$ cat config.mk
export PLATFORM = sky130hd
export DESIGN_NAME = dphy_clk_lane_ctrl_flat
export DESIGN_NICKNAME = d
export VERILOG_FILES = /design/src/rtl/dphy_clk_lane_ctrl_if.sv /design/src/rtl/dphy_clk_lane_ctrl.sv /design/src/flat_wrapper.sv
export SDC_FILE = /design/constraint.sdc
export NUM_CORES = 1
export LEC_CHECK = 0
export CAP_MARGIN = 15
export CORE_MARGIN = 2
export CORE_UTILIZATION = 35
export DETAILED_ROUTE_END_ITERATION = 7
export GPL_ROUTABILITY_DRIVEN = 0
export HOLD_SLACK_MARGIN = 0.1
export MAX_ROUTING_LAYER = met4
export SLEW_MARGIN = 5
export SYNTH_ARGS = -nofsm -noshare
export SYNTH_HDL_FRONTEND = slang
export SYNTH_SLANG_ARGS = --single-unit
$ cat constraint.sdc
create_clock -name clk -period 6.3 [get_ports clk]
set_clock_uncertainty 0.15 [all_clocks]
set_input_delay 1.26 -clock clk [delete_from_list [all_inputs] [get_ports clk]]
set_output_delay 1.26 -clock clk [all_outputs]
set_load 0.005 [all_outputs]
$ cat src/rtl/dphy_clk_lane_ctrl_if.sv
// Signal bundle between the D-PHY clock-lane controller and its environment.
//   lock       PLL lock, asynchronous to the controller clock
//   en         request continuous HS clock
//   clr        one-cycle pulse clearing lock_lost and retry_cnt
//   pll_resetb PLL reset, active low
//   dphy_rstn  data-lane/serializer reset, active low
//   clk_lp     clock-lane LP state {P,N}
//   clk_hs_en  selects PLL HS clock onto the lane
//   ready      HS clock running, data lanes may start
//   lock_lost  sticky: lock lost after being acquired
//   retry_cnt  saturating count of PLL reset attempts after the first
// The master modport is the environment (PLL wrapper + requester); slave is the controller.
interface dphy_clk_lane_ctrl_if;
    logic       lock;
    logic       en;
    logic       clr;
    logic       pll_resetb;
    logic       dphy_rstn;
    logic [1:0] clk_lp;
    logic       clk_hs_en;
    logic       ready;
    logic       lock_lost;
    logic [3:0] retry_cnt;

    modport master (
        output lock, en, clr,
        input  pll_resetb, dphy_rstn, clk_lp, clk_hs_en, ready, lock_lost, retry_cnt
    );

    modport slave (
        input  lock, en, clr,
        output pll_resetb, dphy_rstn, clk_lp, clk_hs_en, ready, lock_lost, retry_cnt
    );
endinterface

$ cat src/rtl/dphy_clk_lane_ctrl.sv
// D-PHY PLL supervisor and clock-lane sequencer. Holds the PLL in reset, waits for a stable
// lock (retrying on timeout), then walks the clock lane LP-11 -> LP-01 -> LP-00 -> HS-zero ->
// continuous HS on request, and back through trail/exit when the request drops. Lock loss in
// any post-lock state restarts from PLL reset.
// Ports:
//   clk    free-running reference clock (27 MHz)
//   rst_n  asynchronous active-low reset
//   bus    controller side of dphy_clk_lane_ctrl_if (see interface header)
module dphy_clk_lane_ctrl #(
    parameter int unsigned PLL_RST_CYC      = 8,
    parameter int unsigned LOCK_STABLE_CYC  = 256,
    parameter int unsigned LOCK_TIMEOUT_CYC = 4096,
    parameter int unsigned T_INIT_CYC       = 2700,
    parameter int unsigned T_LPX_CYC        = 2,
    parameter int unsigned T_PREP_CYC       = 2,
    parameter int unsigned T_ZERO_CYC       = 8,
    parameter int unsigned T_TRAIL_CYC      = 3,
    parameter int unsigned T_EXIT_CYC       = 3
) (
    input logic                 clk,
    input logic                 rst_n,
    dphy_clk_lane_ctrl_if.slave bus
);

    typedef enum logic [3:0] {
        StPllRst, StWaitLock, StInit, StIdle, StLp01, StLp00, StHsZero, StHsRun, StTrail, StExit
    } state_e;

    state_e      state_q, state_d;
    logic [15:0] timer_q, timer_d;
    logic [15:0] stab_q, stab_d;
    logic        lock_meta_q, lock_s_q, lock_low_q;
    logic [3:0]  retry_q, retry_d;
    logic        lost_q, lost_d;
    logic        pll_resetb_q, pll_resetb_d;
    logic        dphy_rstn_q, dphy_rstn_d;
    logic [1:0]  clk_lp_q, clk_lp_d;
    logic        hs_en_q, hs_en_d;
    logic        ready_q, ready_d;
    logic        timer_zero, lost_now, inc_retry;

    // Each timed state loads N-1 on entry so it lasts exactly N cycles.
    function automatic logic [15:0] load_val(state_e s);
        unique case (s)
            StPllRst:   load_val = 16'(PLL_RST_CYC - 1);
            StWaitLock: load_val = 16'(LOCK_TIMEOUT_CYC - 1);
            StInit:     load_val = 16'(T_INIT_CYC - 1);
            StLp01:     load_val = 16'(T_LPX_CYC - 1);
            StLp00:     load_val = 16'(T_PREP_CYC - 1);
            StHsZero:   load_val = 16'(T_ZERO_CYC - 1);
            StTrail:    load_val = 16'(T_TRAIL_CYC - 1);
            StExit:     load_val = 16'(T_EXIT_CYC - 1);
            default:    load_val = 16'd0;
        endcase
    endfunction

    assign timer_zero = (timer_q == 16'd0);
    // lock_low_q holds the previous lock_s, so two consecutive low cycles are required.
    assign lost_now   = !(state_q inside {StPllRst, StWaitLock}) && !lock_s_q && lock_low_q;

    always_comb begin
        state_d   = state_q;
        stab_d    = 16'd0;
        inc_retry = 1'b0;
        if (lost_now) begin
            state_d   = StPllRst;
            inc_retry = 1'b1;
        end else begin
            unique case (state_q)
                StPllRst: if (timer_zero) state_d = StWaitLock;
                StWaitLock: begin
                    if (lock_s_q) stab_d = stab_q + 16'd1;
                    if (lock_s_q && stab_q == 16'(LOCK_STABLE_CYC - 1)) begin
                        state_d = StInit;
                    end else if (timer_zero) begin
                        state_d   = StPllRst;
                        inc_retry = 1'b1;
                    end
                end
                StInit:   if (timer_zero) state_d = StIdle;
                StIdle:   if (bus.en) state_d = StLp01;
                StLp01:   if (timer_zero) state_d = StLp00;
                StLp00:   if (timer_zero) state_d = StHsZero;
                StHsZero: if (timer_zero) state_d = StHsRun;
                StHsRun:  if (!bus.en) state_d = StTrail;
                StTrail:  if (timer_zero) state_d = StExit;
                StExit:   if (timer_zero) state_d = StIdle;
                default:  state_d = StPllRst;
            endcase
        end
        if (state_d != StWaitLock) stab_d = 16'd0;

        if (state_d != state_q) timer_d = load_val(state_d);
        else                    timer_d = timer_zero ? 16'd0 : timer_q - 16'd1;

        // A set/increment wins over a coincident clear.
        if (inc_retry)    retry_d = (retry_q == 4'd15) ? 4'd15 : retry_q + 4'd1;
        else if (bus.clr) retry_d = 4'd0;
        else              retry_d = retry_q;
        if (lost_now)     lost_d = 1'b1;
        else if (bus.clr) lost_d = 1'b0;
        else              lost_d = lost_q;
    end

    // Outputs are decoded from the next state so they are registered alongside it.
    always_comb begin
        pll_resetb_d = (state_d != StPllRst);
        dphy_rstn_d  = !(state_d inside {StPllRst, StWaitLock});
        hs_en_d      = (state_d inside {StHsZero, StHsRun, StTrail});
        ready_d      = (state_d == StHsRun);
        if (state_d == StLp01)                                     clk_lp_d = 2'b01;
        else if (state_d inside {StLp00, StHsZero, StHsRun, StTrail}) clk_lp_d = 2'b00;
        else                                                       clk_lp_d = 2'b11;
    end

    always_ff @(posedge clk or negedge rst_n) begin
        if (!rst_n) begin
            state_q      <= StPllRst;
            timer_q      <= 16'(PLL_RST_CYC - 1);
            stab_q       <= 16'd0;
            lock_meta_q  <= 1'b0;
            lock_s_q     <= 1'b0;
            lock_low_q   <= 1'b1;
            retry_q      <= 4'd0;
            lost_q       <= 1'b0;
            pll_resetb_q <= 1'b0;
            dphy_rstn_q  <= 1'b0;
            clk_lp_q     <= 2'b11;
            hs_en_q      <= 1'b0;
            ready_q      <= 1'b0;
        end else begin
            state_q      <= state_d;
            timer_q      <= timer_d;
            stab_q       <= stab_d;
            lock_meta_q  <= bus.lock;
            lock_s_q     <= lock_meta_q;
            lock_low_q   <= !lock_s_q;
            retry_q      <= retry_d;
            lost_q       <= lost_d;
            pll_resetb_q <= pll_resetb_d;
            dphy_rstn_q  <= dphy_rstn_d;
            clk_lp_q     <= clk_lp_d;
            hs_en_q      <= hs_en_d;
            ready_q      <= ready_d;
        end
    end

    assign bus.pll_resetb = pll_resetb_q;
    assign bus.dphy_rstn  = dphy_rstn_q;
    assign bus.clk_lp     = clk_lp_q;
    assign bus.clk_hs_en  = hs_en_q;
    assign bus.ready      = ready_q;
    assign bus.lock_lost  = lost_q;
    assign bus.retry_cnt  = retry_q;

endmodule

$ cat src/flat_wrapper.sv
// flat-port wrapper written by rule: the top's interface ports become plain ports
module dphy_clk_lane_ctrl_flat 
#(
    parameter int unsigned PLL_RST_CYC      = 8,
    parameter int unsigned LOCK_STABLE_CYC  = 256,
    parameter int unsigned LOCK_TIMEOUT_CYC = 4096,
    parameter int unsigned T_INIT_CYC       = 2700,
    parameter int unsigned T_LPX_CYC        = 2,
    parameter int unsigned T_PREP_CYC       = 2,
    parameter int unsigned T_ZERO_CYC       = 8,
    parameter int unsigned T_TRAIL_CYC      = 3,
    parameter int unsigned T_EXIT_CYC       = 3
)
  (clk, rst_n, bus_lock, bus_en, bus_clr, bus_pll_resetb, bus_dphy_rstn, bus_clk_lp, bus_clk_hs_en, bus_ready, bus_lock_lost, bus_retry_cnt);
  dphy_clk_lane_ctrl_if bus_i ();
  input logic clk;
  input logic rst_n;
  input wire logic [$bits(bus_i.lock)-1:0] bus_lock;
  input wire logic [$bits(bus_i.en)-1:0] bus_en;
  input wire logic [$bits(bus_i.clr)-1:0] bus_clr;
  output wire logic [$bits(bus_i.pll_resetb)-1:0] bus_pll_resetb;
  output wire logic [$bits(bus_i.dphy_rstn)-1:0] bus_dphy_rstn;
  output wire logic [$bits(bus_i.clk_lp)-1:0] bus_clk_lp;
  output wire logic [$bits(bus_i.clk_hs_en)-1:0] bus_clk_hs_en;
  output wire logic [$bits(bus_i.ready)-1:0] bus_ready;
  output wire logic [$bits(bus_i.lock_lost)-1:0] bus_lock_lost;
  output wire logic [$bits(bus_i.retry_cnt)-1:0] bus_retry_cnt;
  assign bus_i.lock = bus_lock;
  assign bus_i.en = bus_en;
  assign bus_i.clr = bus_clr;
  assign bus_pll_resetb = bus_i.pll_resetb;
  assign bus_dphy_rstn = bus_i.dphy_rstn;
  assign bus_clk_lp = bus_i.clk_lp;
  assign bus_clk_hs_en = bus_i.clk_hs_en;
  assign bus_ready = bus_i.ready;
  assign bus_lock_lost = bus_i.lock_lost;
  assign bus_retry_cnt = bus_i.retry_cnt;
  dphy_clk_lane_ctrl #(.PLL_RST_CYC(PLL_RST_CYC), .LOCK_STABLE_CYC(LOCK_STABLE_CYC), .LOCK_TIMEOUT_CYC(LOCK_TIMEOUT_CYC), .T_INIT_CYC(T_INIT_CYC), .T_LPX_CYC(T_LPX_CYC), .T_PREP_CYC(T_PREP_CYC), .T_ZERO_CYC(T_ZERO_CYC), .T_TRAIL_CYC(T_TRAIL_CYC), .T_EXIT_CYC(T_EXIT_CYC)) u_core (.clk(clk), .rst_n(rst_n), .bus(bus_i));
endmodule
* Word level (Yosys, flattened, before mapping)
Memories as Yosys holds them, arrays and structs flattened.
Index checks and enable logic that the tools add are counted.
** Word-level totals
- Flip-flop bits (word level) :: 50
- Latch bits :: 0
- Bits in writable memories :: 0
- ROM bits :: 192
- Input port bits :: 5
- Output and inout port bits :: 11
- Logic and storage cells :: 82
- Memories :: 1
** Cells by class
- Add/sub/neg operators :: 3
- Multiply operators :: 0
- Divide/modulo/power cells :: 0
- Order comparisons :: 0
- Eq/ne operators :: 19
- Shift operators :: 0
- Mux-type cells :: 29
- Bitwise logic cells :: 0
- Reductions and logical operators :: 17
** Memory list
- (no name shown) :: depth 16, bits a word 12, rd ports 1, clocked after memory_dff 0, write ports 0, line dphy_clk_lane_ctrl.sv:44 : unique case (s)
** Operators by type and width (number)
- two-way mux 16 bit :: 6
- two-way mux 4 bit :: 14
- case mux 4 bit (9 select lines) :: 1
- == test 4 x 3 -> 1 bit (second input constant) :: 8
- adder 16 x 1 -> 16 bit (second input constant) :: 1
- == test 16 x 8 -> 1 bit (second input constant) :: 1
- == test 4 bit (second input constant) :: 4
- zero test 16 bit :: 1
- subtractor 16 x 1 -> 16 bit (second input constant) :: 1
- == test 4 x 1 -> 1 bit (second input constant) :: 2
- == test 4 x 2 -> 1 bit (second input constant) :: 2
- zero test 4 bit :: 2
- nonzero test 2 bit :: 4
- nonzero test 4 bit :: 2
- two-way mux 1 bit :: 6
- adder 4 x 1 -> 4 bit (second input constant) :: 1
- two-way mux 2 bit :: 2
- inequality test 4 x 1 -> 1 bit (second input constant) :: 1
- inequality test 4 bit :: 1
- logical AND 1 bit :: 3
- zero test 1 bit :: 3
- nonzero test 3 bit :: 1
- OR reduction 2 bit :: 1

* Depth between registers and ports, before layout
- Depth in word-level cells :: 10
- Depth in mapped cells :: 12

* Least setup slack after synthesis
Ideal clock, no wire load.
- Path type :: input to register
- Start point :: input port bus_en
- End point :: register u_core.stab_q[11]
- Library setup time :: 0.072 ns
- Arrival :: 2.864 ns
- Slack :: 3.214 ns
- Stages :: 9
- Path through :: xor2_1 -> o211ai_1 -> nand3_1 -> a31o_1 -> inv_1 -> ha_1 -> nand4_1 -> clkbuf_1 -> nor2_1
** On the way
- Longest elaborated chain between the ends :: 5
- Elaborated cells on any way between the ends :: 6
** Ends and longest elaborated chain
- start: declaration :: line flat_wrapper.sv:19 : input wire logic [$bits(bus_i.en)-1:0] bus_en;
- two-way mux 4 bit (on tied branches) :: line dphy_clk_lane_ctrl.sv:85, dphy_clk_lane_ctrl.sv:81
- case mux 4 bit (9 select lines) * :: line dphy_clk_lane_ctrl.sv:69 : unique case (state_q)
- two-way mux 4 bit * :: line dphy_clk_lane_ctrl.sv:65 : if (lost_now) begin
- net u_core.state_d[0] :: line dphy_clk_lane_ctrl.sv:29 : state_e state_q, state_d;
- inequality test 4 x 1 -> 1 bit * :: line dphy_clk_lane_ctrl.sv:91 : if (state_d != StWaitLock) stab_d = 16'd0;
- two-way mux 16 bit * :: line dphy_clk_lane_ctrl.sv:91
- net u_core.stab_d[11] :: line dphy_clk_lane_ctrl.sv:31 : logic [15:0] stab_q, stab_d;
- end signal: assignment :: line dphy_clk_lane_ctrl.sv:134 : stab_q <= stab_d;
- end: declaration :: line dphy_clk_lane_ctrl.sv:31
Mark *: on every way through the listed nets, which the timed path passes. The rest lies on a longest branch.
A chain may end at the register's enable or synchronous reset.

* Final worst setup path
- Start point :: input port bus_en
- End point :: register u_core.stab_q[14]
The elaborated chain is that of the path after synthesis.

==> flow_summary.yaml <==
status:
  status: "completed"
drt:
  drcViolationCount: 0
  drtAntennaViolNets: 0
  wl_mm: 5.38
  routed.top_layer: "met4"
  wl_met2_mm: 2.55
  drt_first_pass_iters: 4
  vias: 2041
  dr_wl_met3_um: 162
  avgViaCountPerCell: 5.22
  wl_met1_mm: 2.59
  post_drt_wl_per_cell_um: 13.8
  drt_iter0_drc: 125
global_route:
  grt_use_total: 0.140
  grt_overflow: 0
  grt_first_pass_wirelength_mm: 9.20
  antenna_found_initial: 0
  grt_pass1_vias: 1932
  grt_max_degree: 51
die:
  io_pins: 16
  fp.dieH_um: 91.5
  core_area_um2: 7330
  initial_core_util: 0.365
  die_area_um2: 8370
  row_count: 31
  dieWidth_um: 91.5
layout:
  postLayoutCoreUtil: 0.414
  area_growth_pct: 13.4
  multi_input_area_um2: 1350
  post-route-cell-area_um2: 3040
  final_cells: 391
  post_route_cells_drive_above_1_share: 0.0753
  fill_cells: 712
  seq_area_um2: 1260
  n_antenna_cell: 0
  nets: 303
synthesis:
  synth_edf_count: 0
  synthFlopType: "dfrtp_1"
  synth_top_cell_by_area: "dfrtp_1"
  ys_types: 60
  synthArstFlopShare: 1.00
  synth.area.top_cells: "dfrtp_1 (41%), dfstp_2 (5.9%), xor2_1 (5.2%), nor2_1 (4.6%), nand2_1 (3.5%)"
  yosys_register_bits: 50
  synth_most_common_cell: "dfrtp_1"
  avgSynthCellArea_um2: 9.67
  synth_nets: 289
  syn_inst: 277
  yosysSeqAreaShare: 0.470
  synth_commonest_cells: "dfrtp_1 (44), nor2_1 (33), nand2_1 (25)"
  syn_area_um2: 2680
  yosysWarnings: 0
  synth_top_area_share: 0.411
clock_network:
  clk_pin_slew_ns: 0.09
  cts_hold_buf: 0
  cts_buffers: 5
  clk_latency_ns: 0.30
  cts_tree: "yes"
  cts.sinks: 50
  postCtsSetupRepairBufs: 0
  h-tree-depth: 2
  cts_root_buffer: "clkbuf_8"
  clockBufferDepth: 2
  post_cts_resized: 0
placed_design:
  portBuffers: 15
  post-dp-hpwl_mm: 3.72
  placed_cells: 383
  place_area_um2: 2920
  dp_slack_ns: 2.10
sta:
  maxClockFrequency_mhz: 261
  fin_crit_sh: 0.608
  whs_ns: 0.212
  max_slew_margin: 0.521
  tns_ns: 0
  worstMarginPinSlew_ns: 0.711
  min_period_ns: 3.83
  hold_viol_final: 0
  rsz0062_at_grt: "no"
  setup_viol: 0
  finalMaxSlewViolations: 0
  finalWorstSetupSlack_ns: 2.47
min_path:
  min-delay-path-class: "register to register"
  hold_start: "u_core.lock_meta_q$_DFF_PN0_"
setup_path:
  start_kind: "input pin"
  cp_num_buf_inv: 2
  critPathLaunch: "bus_en"
  slowest_delay_ns: 0.59
  cp_max_fo: 16
  path_cells: "clkdlybuf4s50_1, xor2_1, o211ai_1, nand3_1, a31o_1, inv_1, ha_1, nand4_1, a21oi_1"
  crit_slowest_cell: "nand4_1"
  worstSetupPathType: "input pin to register"
  arrival_ns: 3.90
  rr_startpoint: "u_core.timer_q[0]$_DFF_PN1_"
  endpoint_kind: "register"
  cp_top_family: "compound AO/OA/AOI/OAI gates"
  critPathRequiredTime_ns: 6.37
job:
  drv_cap: 0
power:
  totalPowerFinal_mw: 0.578
  ir_drop_uv: 84.6
  leakage_nw: 1.23
  power_density_nw_per_um2: 190
[layer usage]
metal	track usage	vias to the layer above
met5	-	-
li1	-	1014
met1	0.180	980
met2	0.218	38
met4	0.0404	0
met3	0.0340	9
[layout by cell type, fill, tap and decap left out, types with 3 or more instances in the layout]
cell type and instances:
dfrtp_1 44, nor2_1 33, nand2_1 25, xor2_1 16
clkdlybuf4s50_1 14, inv_1 10, nand3_1 10, o21ai_0 10
a21oi_1 8, xnor2_1 8, o22ai_1 8, nor3_1 7
ha_1 7, clkbuf_8 6, dfstp_2 6, nand4_1 5
o31ai_1 5, and3_1 4, nor4_1 4, or3_1 4
o21a_1 3, and2_1 3, a21o_1 3
[path summary, 6_finish.rpt]
check	slack [ns]	to	cells past startpoint
min in group asynchronous	0.91	u_core.timer_q[12]$_DFF_PN0_	2
hold reg to reg	0.21	u_core.lock_s_q$_DFF_PN0_	0
hold / removal	0.21	u_core.lock_s_q$_DFF_PN0_	0
setup / recovery	2.47	u_core.stab_q[14]$_DFF_PN0_	9
max in group asynchronous	4.67	u_core.stab_q[10]$_DFF_PN0_	2
setup reg to reg	2.66	u_core.stab_q[14]$_DFF_PN0_	10
[power breakdown]
part | total [mW] | internal [mW] | switching [mW]
Sequential | 0.326 | 0.324 | 0.00196
Clock | 0.236 | 0.130 | 0.107
Combinational | 0.0161 | 0.00456 | 0.0116
Total | 0.578 | 0.458 | 0.120
[cell families (layout without fill, tap and decap cells)]
kind of cell,count (synthesis),after routing,synth area share
XOR/XNOR,24,24,0.0785
AND/OR/NAND/NOR,118,118,0.239
flip-flops,50,50,0.470
adder cells (fa/ha/maj),8,8,0.0364
multiplexers,2,2,0.00748
AO/OA/AOI/OAI,56,56,0.141
buffers and inverters,19,34,0.0271
[cell type report]
| class | count | share of cell area |
|---|---|---|
| multi-input combinational | 208 | 0.444 |
| sequential | 50 | 0.415 |
| timing repair buffer | 16 | 0.0503 |
| tap | 99 | 0.0408 |
| clock buffer | 7 | 0.0284 |
| inverter | 10 | 0.0124 |
| clock inverter | 1 | 0.00989 |
[flip-flops by register name (all words and copies together), names as in the netlist]
name / flops
u_core.stab_q: 16
u_core.timer_q: 16
u_core.bus.retry_cnt: 4
u_core.state_q: 4
u_core.bus.clk_lp: 2
u_core.bus.clk_hs_en: 1
u_core.bus.dphy_rstn: 1
u_core.bus.lock_lost: 1
u_core.bus.pll_resetb: 1
u_core.bus.ready: 1
u_core.lock_low_q: 1
u_core.lock_meta_q: 1
u_core.lock_s_q: 1
(Power assumes the default switching activity.)
